--- config.mk ---
export PLATFORM = sky130hd
export DESIGN_NAME = cal_field_counter
export DESIGN_NICKNAME = d
export VERILOG_FILES = /design/src/rtl/cal_pkg.sv /design/src/rtl/cal_range_check.sv /design/src/rtl/cal_field_counter.sv
export SDC_FILE = /design/constraint.sdc
export NUM_CORES = 1
export LEC_CHECK = 0
export CORE_MARGIN = 3
export CORE_UTILIZATION = 39
export DETAILED_ROUTE_END_ITERATION = 6
export HOLD_SLACK_MARGIN = 0.08
export PLACE_DENSITY = 0.76
export SLEW_MARGIN = 15
export SYNTH_ARGS = -nofsm -noshare
export SYNTH_HDL_FRONTEND = slang
export SYNTH_SLANG_ARGS = --single-unit
--- constraint.sdc ---
create_clock -name clk -period 2.2 [get_ports clk]
set_clock_uncertainty 0.2 [all_clocks]
set_input_delay 0.22 -clock clk [delete_from_list [all_inputs] [get_ports clk]]
set_output_delay 0.22 -clock clk [all_outputs]
set_load 0.05 [all_outputs]
--- src/rtl/cal_pkg.sv ---
// Shared calendar constants: per-field upper limits, default widths and the range-check result payload.
package cal_pkg;

   localparam int unsigned SEC_MAX = 59;
   localparam int unsigned MIN_MAX = 59;
   localparam int unsigned HR_MAX  = 23;
   localparam int unsigned DAY_MAX = 31;
   localparam int unsigned MON_MAX = 12;

   localparam int unsigned SEC_WIDTH = 6;
   localparam int unsigned MIN_WIDTH = 6;
   localparam int unsigned HR_WIDTH  = 5;
   localparam int unsigned DAY_WIDTH = 5;
   localparam int unsigned MON_WIDTH = 4;

   typedef struct packed {
      logic in_range;
      logic at_max;
      logic at_min;
      logic above_max;
   } range_t;

endpackage

--- src/rtl/cal_range_check.sv ---
// Classifies a value against the legal window [MIN_VAL, lim].
module cal_range_check
   import cal_pkg::*;
#(
   parameter int unsigned WIDTH   = MON_WIDTH,
   parameter int unsigned MIN_VAL = 1
) (
   input  logic [WIDTH-1:0] val,
   input  logic [WIDTH-1:0] lim,
   output range_t           rc
);

   localparam logic [WIDTH-1:0] LO_VAL = WIDTH'(MIN_VAL);

   logic above;

   assign above = (val > lim);

   always_comb begin
      rc           = '0;
      rc.above_max = above;
      rc.at_max    = (val == lim);
      rc.at_min    = (val == LO_VAL);
      rc.in_range  = (val >= LO_VAL) && !above;
   end

endmodule

--- src/rtl/cal_field_counter.sv ---
// One calendar field: wrapping up/down counter with checked parallel load and optional runtime limit.
module cal_field_counter
   import cal_pkg::*;
#(
   parameter int unsigned WIDTH   = MON_WIDTH,
   parameter int unsigned MIN_VAL = 1,
   parameter int unsigned MAX_VAL = MON_MAX,
   parameter int unsigned DYN_MAX = 0
) (
   input  logic             clk,
   input  logic             clear,
   input  logic             tick,
   input  logic             up_down,
   input  logic             load,
   input  logic [WIDTH-1:0] data,
   input  logic [WIDTH-1:0] max_val,
   input  logic             enable,
   output logic [WIDTH-1:0] value,
   output logic [WIDTH-1:0] databus,
   output logic             carry,
   output logic             borrow,
   output logic             load_err
);

   localparam logic [WIDTH-1:0] LO_VAL = WIDTH'(MIN_VAL);
   localparam logic [WIDTH-1:0] HI_VAL = WIDTH'(MAX_VAL);
   localparam logic             DYN    = (DYN_MAX != 0);

   logic [WIDTH-1:0] lim;
   logic             lim_bad;
   logic             clamp;
   range_t           rc_val;
   range_t           rc_data;
   logic             data_unused;

   logic [WIDTH-1:0] value_nxt;
   logic             carry_nxt;
   logic             borrow_nxt;
   logic             load_err_nxt;

   assign lim     = DYN ? max_val : HI_VAL;
   assign lim_bad = DYN && (max_val < LO_VAL);
   assign clamp   = DYN && rc_val.above_max;

   cal_range_check #(.WIDTH(WIDTH), .MIN_VAL(MIN_VAL)) u_rc_val (
      .val (value),
      .lim (lim),
      .rc  (rc_val)
   );

   cal_range_check #(.WIDTH(WIDTH), .MIN_VAL(MIN_VAL)) u_rc_data (
      .val (data),
      .lim (lim),
      .rc  (rc_data)
   );

   // Only the window test matters for load data.
   assign data_unused = ^{rc_data.at_max, rc_data.at_min, rc_data.above_max, rc_val.in_range};

   // Priority: illegal limit, load, clamp, tick.
   always_comb begin
      value_nxt    = value;
      carry_nxt    = 1'b0;
      borrow_nxt   = 1'b0;
      load_err_nxt = 1'b0;
      if (lim_bad) begin
         value_nxt    = LO_VAL;
         load_err_nxt = load;
      end else if (load) begin
         if (rc_data.in_range) begin
            value_nxt = data;
         end else begin
            load_err_nxt = 1'b1;
         end
      end else if (clamp) begin
         value_nxt = lim;
      end else if (tick) begin
         if (up_down) begin
            if (rc_val.at_max) begin
               value_nxt = LO_VAL;
               carry_nxt = 1'b1;
            end else begin
               value_nxt = value + WIDTH'(1);
            end
         end else begin
            if (rc_val.at_min) begin
               value_nxt  = lim;
               borrow_nxt = 1'b1;
            end else begin
               value_nxt = value - WIDTH'(1);
            end
         end
      end
   end

   always_ff @(posedge clk or posedge clear) begin
      if (clear) begin
         value    <= LO_VAL;
         carry    <= 1'b0;
         borrow   <= 1'b0;
         load_err <= 1'b0;
      end else begin
         value    <= value_nxt;
         carry    <= carry_nxt;
         borrow   <= borrow_nxt;
         load_err <= load_err_nxt;
      end
   end

   assign databus = enable ? value : '0;

endmodule
==> results of run 1 <==
==> synth_stat cells (2+ instances only) <==
cell type and instances:
nand2_1 8, a21oi_1 6, dfrtp_1 6, inv_1 6
and2_1 4, nor2_1 4, a211oi_1 3, ha_1 3
nor2b_1 3, clkbuf_1 2, nor3_1 2, o21ai_0 2
o31ai_1 2
==> worst min-delay path: stages <==
cell,delay [ps]
clkdlybuf4s50_1,410
nand2_1,90
nor3_1,50
==> per-stage QoR <==
stage / setup slack [ps] / total power [mW]
2_1_floorplan: 192.0 / 0.4117
5_1_grt: 124.9 / 0.6864
4_1_cts: 182.7 / 0.6494
3_5_place_dp: 138.5 / 0.5273
6_report: 189.8 / 0.6468
3_3_place_gp: 139.6 / 0.5224
==> registers in the layout, summed over array words and instances (netlist names) <==
signal	flops
borrow	1
value	4
load_err	1
carry	1
==> kinds of logic after synthesis <==
| group | synth area share |
|---|---|
| AND/OR/NAND/NOR | 0.2261 |
| adder cells (fa/ha/maj) | 0.06994 |
| XOR/XNOR | 0.01632 |
| flip-flops | 0.3287 |
| AO/OA/AOI/OAI | 0.2751 |
| multiplexers | 0.02796 |
| buffers and inverters | 0.05595 |
==> layer usage <==
layer  global-route usage  vias to the layer above
met1               0.1744                      260
met3              0.01271                        2
li1                     -                      285
met5                    0                        -
met2               0.2655                       34
met4              0.07831                        0
==> timing repair <==
| action | in CTS | in global routing |
|---|---|---|
| hold endpoints to repair | 6 | 0 |
| resized for setup | 0 | 0 |
| endpoints found under the setup margin | 0 | 0 |
| hold buffers | 1 | 0 |
==> layout make-up <==
cell class / instances / area [um2] / area share
multi-input cells: 49 / 330.3 / 0.4087
repair buffers: 26 / 235.2 / 0.2910
flip-flops and latches: 7 / 176.4 / 0.2183
clock buffers: 4 / 26.28 / 0.03251
inverters: 6 / 22.52 / 0.02786
well taps: 14 / 17.52 / 0.02167
==> power groups by stage <==
stage | sequential, mW | combinational, mW | clock [mW]
finish | 0.181 | 0.348 | 0.117
global route | 0.186 | 0.372 | 0.128
CTS | 0.182 | 0.348 | 0.120
detailed placement | 0.183 | 0.344 | 0
global placement | 0.181 | 0.341 | 0
floorplan | 0.243 | 0.169 | 0
==> worst paths after layout <==
path	from	to	slack, ps	cells past startpoint
min in group asynchronous	clear	carry	560	3
hold / removal	tick	borrow	370	3
setup reg to reg	value[0]	value[2]	260	5
setup / recovery	value[3]	value[3]	190	1
max in group asynchronous	clear	value[0]	970	3
hold reg to reg	value[0]	value[0]	370	2
==> metrics.md, run 1 <==
| Metric | Value |
|---|---|
| Drt first pass iters | 4 |
| Power Internal | 354.0 uW |
| Worst-margin pin slew | 497.4 ps |
| Dominant cells by area after synthesis | dfrtp_1 28%, ha_1 7.0%, a21oi_1 5.6%, nand2_1 5.6%, dfstp_2 4.9% |
| Yosys top cell by area | dfrtp_1 |
| Sw Ratio | 0.4527 |
| Slowest stage delay, CP | 860 ps |
| Grt ovf | 0 |
| CTS Root Cell | clkbuf_4 |
| NetSw | 292.8 uW |
| Number of port buffers | 20 |
| Mapped Area | 536.8 um2 |
| Yosys cell types | 26 |
| Initial antenna violation count | 0 |
| Hold Path Class | input port to register |
| Slew Viols, Final | 0 |
| Worst-path fanout max | 9 |
| Kind of critical path | register to output port |
| Post-Layout Cell Count | 106 |
| Initial Util | 0.4469 |
| P_leak | 0.3534 nW |
| # setup viols final | 0 |
| Area after DPL | 772.0 um2 |
| Placeable Area | 0.001201 mm2 |
| Avg Synthesized Cell Area | 8.387 um2 |
| Combinational share of power | 0.538 |
| Starting DRT DRC Count | 21 |
| Max IR drop VDD | 0.2932 mV |
| Clk sinks | 7 |
| Worst path arrival time | 1590 ps |
| DP HPWL | 1040 um |
| Die W | 43.10 um |
| Routed length on met3 | 99 um |
| Max Cap Viol | 0 |
| Row count | 12 |
| Final core utilization | 0.6729 |
| Seq/Total Area, Yosys | 0.3287 |
| Flop pwr share | 0.280 |
| Total GRT Usage | 0.1499 |
| Yosys top cell area share | 0.2797 |
| H-tree levels | 1 |
| Async SR Flop Fraction | 1.000 |
| Hold_ws | 368.2 ps |
| Pin count of the biggest net entering global routing | 13 |
| Drt wl/cell | 12.68 um |
| Final GP Congestion | 0.8291 |
| Clk pwr share | 0.182 |
| ANT nets after route | 0 |
| Post-synth EDFFs | 0 |
| Final design area excluding fillers | 808.3 um2 |
| Commonest cells after routing, fill and taps aside | 15 x clkdlybuf4s50_1, 10 x buf_4, 8 x nand2_1 |
| Vias per inst | 5.481 |
| Critical path endpoint category | output port |
| Post-synthesis register bit count | 7 |
| Min cycle time layout | 2010 ps |
| Status | finished clean |
| Cells after DPL | 101 |
| Setup crit start kind | register |
| CTS tree | done |
| Via count | 581 |
| Metal2 WL | 671 um |
| Setup Fix Bufs, Post-CTS | 0 |
| Crit path max-delay family | buffers and inverters |
| Vias in the first global route | 542 |
| Slew headroom | 0.6674 |
| Clk pin slew, worst setup/hold paths | 60 ps |
| First-pass GRT wire length | 2166 um |
| Clock Latency Late Sink | 240 ps |
| Period utilization | 0.9137 |
| Nets | 110 |
| Top layer in use | met4 |
| Layout cells sized above 1 | 0.1848 |
| Boundary pin count | 25 |
| Syn Nets | 81 |
| Post-synthesis instance total | 64 |
| Cts bufs inserted | 3 |
| Critical Path Slowest Stage Cell | clkdlybuf4s50_1 |
| Final wirelength | 1344 um |
| Setup TNS Final | 0 ps |
| Power Density | 800.2 mW/mm2 |
| Commonest non-fill, non-tap cell in the layout | clkdlybuf4s50_1 |
| Synth Flop Type | dfrtp_1 |
| CP bufs+invs | 1 |
| Crit path required time | 1780 ps |
| Area Overhead vs Synth | 50.58% |
| F_max | 497.5 MHz |
| Antenna Cells | 0 |
| RSZ-0062 raised after global routing | no |
| Crit-path cells | clkdlybuf4s50_1 |
| Die height | 43.10 um |
| Drt drc | 0 |
| Metal-1 WL | 560 um |
| Bufs on Longest Clock Path | 2 |
| Final hold vios | 0 |
| YS warnings | 0 |
| Die area | 0.001858 mm2 |
| Fillers | 107 |
No activity file was read; power rests on OpenSTA's default activity.
==> inputs of run 2 (changes only) <==
GPL_ROUTABILITY_DRIVEN = 0   (was not set)
==> results of run 2 <==
Same layout as run 1: the final DEF is identical, and so are final timing and power.
